==> src/rtl/dwt_pass_sequencer.sv <==
// rtl/dwt_pass_sequencer.sv - issues row/column DWT engine passes level by level with halving regions
// Only one waiting request is kept; the newest level overwrites the one already latched.
module dwt_pass_sequencer #(
  parameter int         IMAGE_WIDTH  = 640,
  parameter int         IMAGE_HEIGHT = 480,
  parameter int         DIM_BITS     = 10,
  parameter logic [3:0] MAX_LEVEL    = 4'd10
) (
  input  logic                clock,
  input  logic                reset,
  input  logic [3:0]          level,
  input  logic                level_update,
  input  logic                frame_start,
  output logic                engine_start,
  input  logic                engine_done,
  output logic                pass_dir,
  output logic [DIM_BITS-1:0] pass_width,
  output logic [DIM_BITS-1:0] pass_height,
  output logic [3:0]          pass_level,
  output logic                busy,
  output logic                seq_done,
  output logic [3:0]          levels_done
);

  typedef enum logic [1:0] {IDLE, WAIT, DONE} state_t;

  localparam logic [DIM_BITS-1:0] FULL_W  = DIM_BITS'(IMAGE_WIDTH);
  localparam logic [DIM_BITS-1:0] FULL_H  = DIM_BITS'(IMAGE_HEIGHT);
  localparam logic [DIM_BITS-1:0] MIN_DIM = DIM_BITS'(2);

  state_t              state, state_n;
  logic [3:0]          target, target_n;
  logic                pending, pending_n;
  logic [3:0]          pending_level, pending_level_n;
  logic                engine_start_n, pass_dir_n, busy_n, seq_done_n;
  logic [DIM_BITS-1:0] pass_width_n, pass_height_n;
  logic [3:0]          pass_level_n, levels_done_n;

  logic                request;
  logic [3:0]          req_level, req_target;
  logic [DIM_BITS-1:0] next_w, next_h;

  always_ff @(posedge clock) begin
    if (reset) begin
      state         <= IDLE;
      target        <= 4'd0;
      pending       <= 1'b0;
      pending_level <= 4'd0;
      engine_start  <= 1'b0;
      pass_dir      <= 1'b0;
      pass_width    <= '0;
      pass_height   <= '0;
      pass_level    <= 4'd0;
      busy          <= 1'b0;
      seq_done      <= 1'b0;
      levels_done   <= 4'd0;
    end else begin
      state         <= state_n;
      target        <= target_n;
      pending       <= pending_n;
      pending_level <= pending_level_n;
      engine_start  <= engine_start_n;
      pass_dir      <= pass_dir_n;
      pass_width    <= pass_width_n;
      pass_height   <= pass_height_n;
      pass_level    <= pass_level_n;
      busy          <= busy_n;
      seq_done      <= seq_done_n;
      levels_done   <= levels_done_n;
    end
  end

  always_comb begin
    state_n         = state;
    target_n        = target;
    pending_n       = pending;
    pending_level_n = pending_level;
    engine_start_n  = 1'b0;
    pass_dir_n      = pass_dir;
    pass_width_n    = pass_width;
    pass_height_n   = pass_height;
    pass_level_n    = pass_level;
    seq_done_n      = 1'b0;
    levels_done_n   = levels_done;

    request    = level_update | frame_start;
    // A fresh request in IDLE is newer than anything latched while busy.
    req_level  = request ? level : pending_level;
    req_target = (req_level > MAX_LEVEL) ? MAX_LEVEL : req_level;
    // Dimensions of level pass_level+1.
    next_w     = FULL_W >> pass_level;
    next_h     = FULL_H >> pass_level;

    case (state)
      IDLE: begin
        if (request || pending) begin
          pending_n = 1'b0;
          target_n  = req_target;
          if (req_target == 4'd0) begin
            state_n       = DONE;
            seq_done_n    = 1'b1;
            levels_done_n = 4'd0;
          end else begin
            state_n        = WAIT;
            engine_start_n = 1'b1;
            pass_dir_n     = 1'b0;
            pass_level_n   = 4'd1;
            pass_width_n   = FULL_W;
            pass_height_n  = FULL_H;
          end
        end
      end
      WAIT: begin
        if (request) begin
          pending_n       = 1'b1;
          pending_level_n = level;
        end
        if (engine_done) begin
          if (!pass_dir) begin
            engine_start_n = 1'b1;
            pass_dir_n     = 1'b1;
          end else if (pass_level == target || next_w < MIN_DIM || next_h < MIN_DIM) begin
            state_n       = DONE;
            seq_done_n    = 1'b1;
            levels_done_n = pass_level;
          end else begin
            engine_start_n = 1'b1;
            pass_dir_n     = 1'b0;
            pass_level_n   = pass_level + 4'd1;
            pass_width_n   = next_w;
            pass_height_n  = next_h;
          end
        end
      end
      DONE: begin
        if (request) begin
          pending_n       = 1'b1;
          pending_level_n = level;
        end
        state_n = IDLE;
      end
      default: state_n = IDLE;
    endcase

    busy_n = (state_n == WAIT);
  end

endmodule

==> config.mk <==
export PLATFORM = sky130hd
export DESIGN_NAME = dwt_pass_sequencer
export DESIGN_NICKNAME = d
export VERILOG_FILES = /design/src/rtl/dwt_pass_sequencer.sv
export SDC_FILE = /design/constraint.sdc
export NUM_CORES = 1
export LEC_CHECK = 0
export ABC_AREA = 1
export CAP_MARGIN = 10
export CORE_ASPECT_RATIO = 0.75
export CORE_UTILIZATION = 40
export DETAILED_ROUTE_END_ITERATION = 8
export HOLD_SLACK_MARGIN = 0.12
export PLACE_DENSITY_LB_ADDON = 0.15
export SKIP_CTS_REPAIR_TIMING = 1
export SYNTH_ARGS = -nofsm -noshare
export SYNTH_HDL_FRONTEND = slang
export SYNTH_SLANG_ARGS = --single-unit
==> constraint.sdc <==
create_clock -name clock -period 3 [get_ports clock]
set_clock_uncertainty 0.1 [all_clocks]
set_input_delay 0.45 -clock clock [delete_from_list [all_inputs] [get_ports clock]]
set_output_delay 0.45 -clock clock [all_outputs]
set_load 0.005 [all_outputs]
# Word level (Yosys, flattened, before mapping)
# Index checks and enable logic that the tools add are counted.
# totals
reg_bits	43
in_bits	9
out_inout_bits	32
wordCells	96
# classes
add_sub_neg	1
n_lt_le_gt_ge	3
n_eq_ne	12
shift	2
muxes	52
bitwise	1
reduce_logical	13
# ops
cell	count
10-bit two-way mux	10
4-bit two-way mux	12
10-bit case mux with 2 select lines	2
10-bit by 2-bit less-than comparator with 1-bit output, second input constant	2
1-bit two-way mux	16
4-bit case mux with 2 select lines	2
2-bit inequality test, second input constant	7
6-bit AND reduction	2
2-bit two-way mux	5
10-bit by 4-bit right shift with 10-bit output, first input constant	1
9-bit by 4-bit right shift with 10-bit output, first input constant	1
1-bit case mux with 2 select lines	4
4-bit by 1-bit adder with 4-bit output, second input constant	1
2-bit by 1-bit == test with 1-bit output, second input constant	2
4-bit == test	1
4-bit greater-than comparator, second input constant	1
4-bit zero test	1
2-bit case mux with 2 select lines	1
4-bit AND reduction	1
2-bit nonzero test	2
1-bit logical OR	3
3-bit AND reduction	1
2-bit == test, second input constant	1
2-bit zero test	1
4 further kinds	4

# Logic depth before layout (Yosys ltp)
# depth
word_depth	9
depth_mapped	12
mapped_depth_nobuf	12

# Least setup slack after synthesis
# Ideal clock, no wire load.
# synth_timing
kind	register -> register
from	register state[1]
to	register pass_height[3]
setup_ns	0.114
arrival_time_ns	1.484
required_time_ns	2.786
slack_ns	1.303
stages_incl_launch_ff	12
path_buffers	3
period_less_slack_ns	1.697
cell_sequence	dfxtp_1 -> inv_1 -> ha_1 -> buf_4 -> inv_2 -> o21ai_2 -> nor2_4 -> nand3_4 -> buf_8 -> buf_12 -> nand3_2 -> nand2_1
# synth_between
elab_chain_cells	3
elab_cells_between_ends	10
cone_classes	eq/ne: 6; mux: 1; reduce/logical: 3
# synth_lines
element	line	rtl
start: declaration	31	state_t state, state_n;
start signal: assignment	58	state <= state_n;
2-bit by 1-bit == test with 1-bit output or 2-bit zero test (tied branches)	94	case (state)
2-bit inequality test (no source line) or 2-bit nonzero test (tied branches)	--	
6-bit AND reduction (no source line)	--	
end signal: assignment	65	pass_height <= pass_height_n;
end: declaration	18	output logic [DIM_BITS-1:0] pass_height,
# Several ways; a longest one is shown, not always the timed one.
# A chain may end at the register's enable or synchronous reset.

# Worst setup path after layout
# layout_timing
from	register state[1]
to	register pass_height[7]
# Same word-level chain as after synthesis.

==> results.yml <==
outcome:
  status: "finished, final reports clean"
yosys:
  syn_nets: 325
  yosys-top-cells-count: "nand2_1 (84), dfxtp_1 (41), inv_1 (31)"
  synth_ff_type: "dfxtp_1"
  synth_edf_count: 0
  yosysSeqAreaShare_pct: 36.4
  netlist_area_um2: 2250
  async_flop_share_pct: 0
  synth_top_cell_by_area: "dfxtp_1"
  syn_area_per_cell_um2: 7.38
  synth_most_common_cell: "nand2_1"
  synth-seq-cells: 41
  syn_inst: 305
  synth_cell_types: 33
  synth_area_leaders: "dfxtp_1 (36%), nand2_1 (14%), ha_1 (6.1%)"
  yosysTopAreaCellShare_pct: 36.4
  yosysWarnings: 0
worst_hold_path:
  hold_class: "reg -> reg"
power:
  switchingPower_mw: 0.576
  powerDensity_nw_per_um2: 587
  p_clk_share_pct: 24.5
  switching_share_pct: 35.5
  peakVddDrop_v: 0.000235
  power_frac_comb_pct: 34.2
  p_seq_share_pct: 41.3
  p_int_mw: 1.05
  p_leak_nw: 1.23
global_route:
  grt_pass1_wl_um: 8140
  grt_pass1_vias: 1672
  grt.busiest_layer: "met1"
  grtUsageMet3_pct: 4.34
  grt_usage_pct: 18.2
  use_met1_pct: 27.1
  grt_max_degree: 28
  antenna_found_initial: 0
  grt_use_met2_pct: 24.4
  grt-ovfl-total: 0
sta:
  setup_viol: 0
  setup_tns_ps: 0
  rsz0062_at_grt: "no"
  drv_slew: 0
  hold_ws_ps: 362
  min_period_over_period_pct: 77.2
  layout_min_cycle_time_ps: 2320
  tightest_slew_ps: 706
  maxSlewHeadroom_pct: 51.7
  max_freq_ghz: 0.432
  hold_viol: 0
  fin_ws_ps: 683
final_layout:
  drive_gt1_share_pct: 12.6
  area_growth_pct: 22.8
  nNetsFinal: 361
  antenna_cells: 0
  final_core_util_pct: 51.4
  final_cell_area_um2: 2770
routing:
  ant_nets: 0
  drt-total-wl_um: 5020
  vias_per_cell: 4.73
  drtPass1Iterations: 4
  drc: 0
  drtIter0Drc: 133
  routedWlPerCell_um: 12.0
  vias: 1971
worst_setup_path:
  worstPathCellList: "inv_1, ha_1, nor2_1, nor2_4, nand3_4, nor2_2, nand2_1, nand2_1"
  worst_path_max_delay_cell: "ha_1"
  critPathLaunchType: "flip-flop"
  slowest_delay_ps: 590
  worstPathMaxFanout: 20
  critical_path_class: "reg -> reg"
  required_ps: 3140
  end_kind: "flip-flop"
  timing.critical_path.mode_cell: "nand2_1"
  cp_data_arrival_time_ps: 2460
clock_tree:
  cts_sinks: 41
  cts_root_buffer: "clkbuf_8"
  cts_tree: "built"
  cts_htree_levels: 2
  path_clk_slew_ps: 80
  numCtsBuffers: 5
  clockBufferDepth: 2
  clk_latency_ps: 300
die:
  rows: 23
  start_util_pct: 41.9
  io_pins: 41
  die_x_um: 88.6
  core_um2: 5380
  fp.dieH_um: 67.0
  die_area_um2: 5940
placed_design:
  hpwl_um: 3680
  io_buffers: 39
  place_ws_ps: 565
  dpl-instance-area_um2: 2670
  gp_congestion: 0.839
run:
  drv_cap: 0
==> cell type report <==
class	count	area (µm²)
timing repair buffer	43	420
multi-input combinational	215	1200
fill	543	2620
clock buffer	7	96.3
inverter	35	131
clock inverter	1	5.00
tap	75	93.8
sequential	41	821
==> registers in the layout, indices dropped and copies added (netlist names) <==
name,flops
levels_done,4
engine_start,1
pass_dir,1
pass_width,9
state,2
busy,1
pending,1
seq_done,1
pending_level,4
target,4
pass_height,9
pass_level,4
==> metrics by stage <==
stage | cells | power, mW
2_1_floorplan | 305 | 1.08
3_3_place_gp | 409 | 1.23
3_5_place_dp | 409 | 1.24
4_1_cts | 417 | 1.64
5_1_grt | 417 | 1.73
6_report | 417 | 1.62
==> cell families after synthesis <==
kind of cell / Yosys count / synth area share, %
compound gates: 42 / 10.6
fa+ha+maj: 11 / 6.11
buf+inv: 49 / 10.3
flops: 41 / 36.4
other cells: 1 / 0.167
simple gates: 161 / 36.3
==> worst paths after layout <==
kind	startpoint	endpoint	slack (ps)	depth (start not counted)
worst min register to register	levels_done[3]	levels_done[3]	360	2
worst min-delay path	levels_done[3]	levels_done[3]	360	2
worst max register to register	state[1]	pass_height[7]	680	8
worst max-delay path	state[1]	pass_height[7]	680	8
==> critical path, delay by kind of cell (launching register included) <==
| kind | cells | cell delay, ps |
|---|---|---|
| adder cells (fa/ha/maj) | 1 | 590 |
| buffers and inverters | 1 | 80 |
| flip-flops | 1 | 320 |
| AND/OR/NAND/NOR | 6 | 1170 |
==> per-layer routing <==
metal  vias up  share of wire (%)
met5         -                  0
met4         0                1.4
met3         7                4.2
met2        34                 39
met1       868                 55
li1       1062                  -
==> layout by cell type, fill, tap and decap left out <==
| cell | instances |
|---|---|
| o211ai_1 | 5 |
| nor2_2 | 3 |
| nor4_1 | 2 |
| o21ai_0 | 11 |
| conb_1 | 1 |
| nand3_2 | 12 |
| buf_4 | 4 |
| clkbuf_8 | 7 |
| nand2_2 | 5 |
| a31oi_1 | 1 |
| dfxtp_1 | 41 |
| nand3b_1 | 1 |
| nor2_4 | 4 |
| clkinv_1 | 1 |
| a21oi_1 | 17 |
| nand2_1 | 84 |
| inv_2 | 3 |
| nand4_1 | 6 |
| o31ai_1 | 2 |
| nand2_4 | 1 |
| inv_1 | 31 |
| nand3_1 | 22 |
| o21ai_2 | 1 |
| clkinv_2 | 1 |
| ha_1 | 11 |
| nand3_4 | 2 |
| o21ai_1 | 3 |
| nor3_1 | 2 |
| nor2_1 | 17 |
| clkdlybuf4s50_1 | 39 |
| a2111oi_0 | 1 |
| a21boi_1 | 1 |
==> power groups by stage <==
stage | combinational (mW) | sequential (mW) | clock [mW]
final | 0.556 | 0.671 | 0.398
after global routing | 0.621 | 0.680 | 0.433
after CTS | 0.557 | 0.671 | 0.416
after detailed placement | 0.553 | 0.683 | 0
after global placement | 0.550 | 0.684 | 0
after floorplan | 0.408 | 0.676 | 0
No activity file was read; power rests on OpenSTA's default activity.
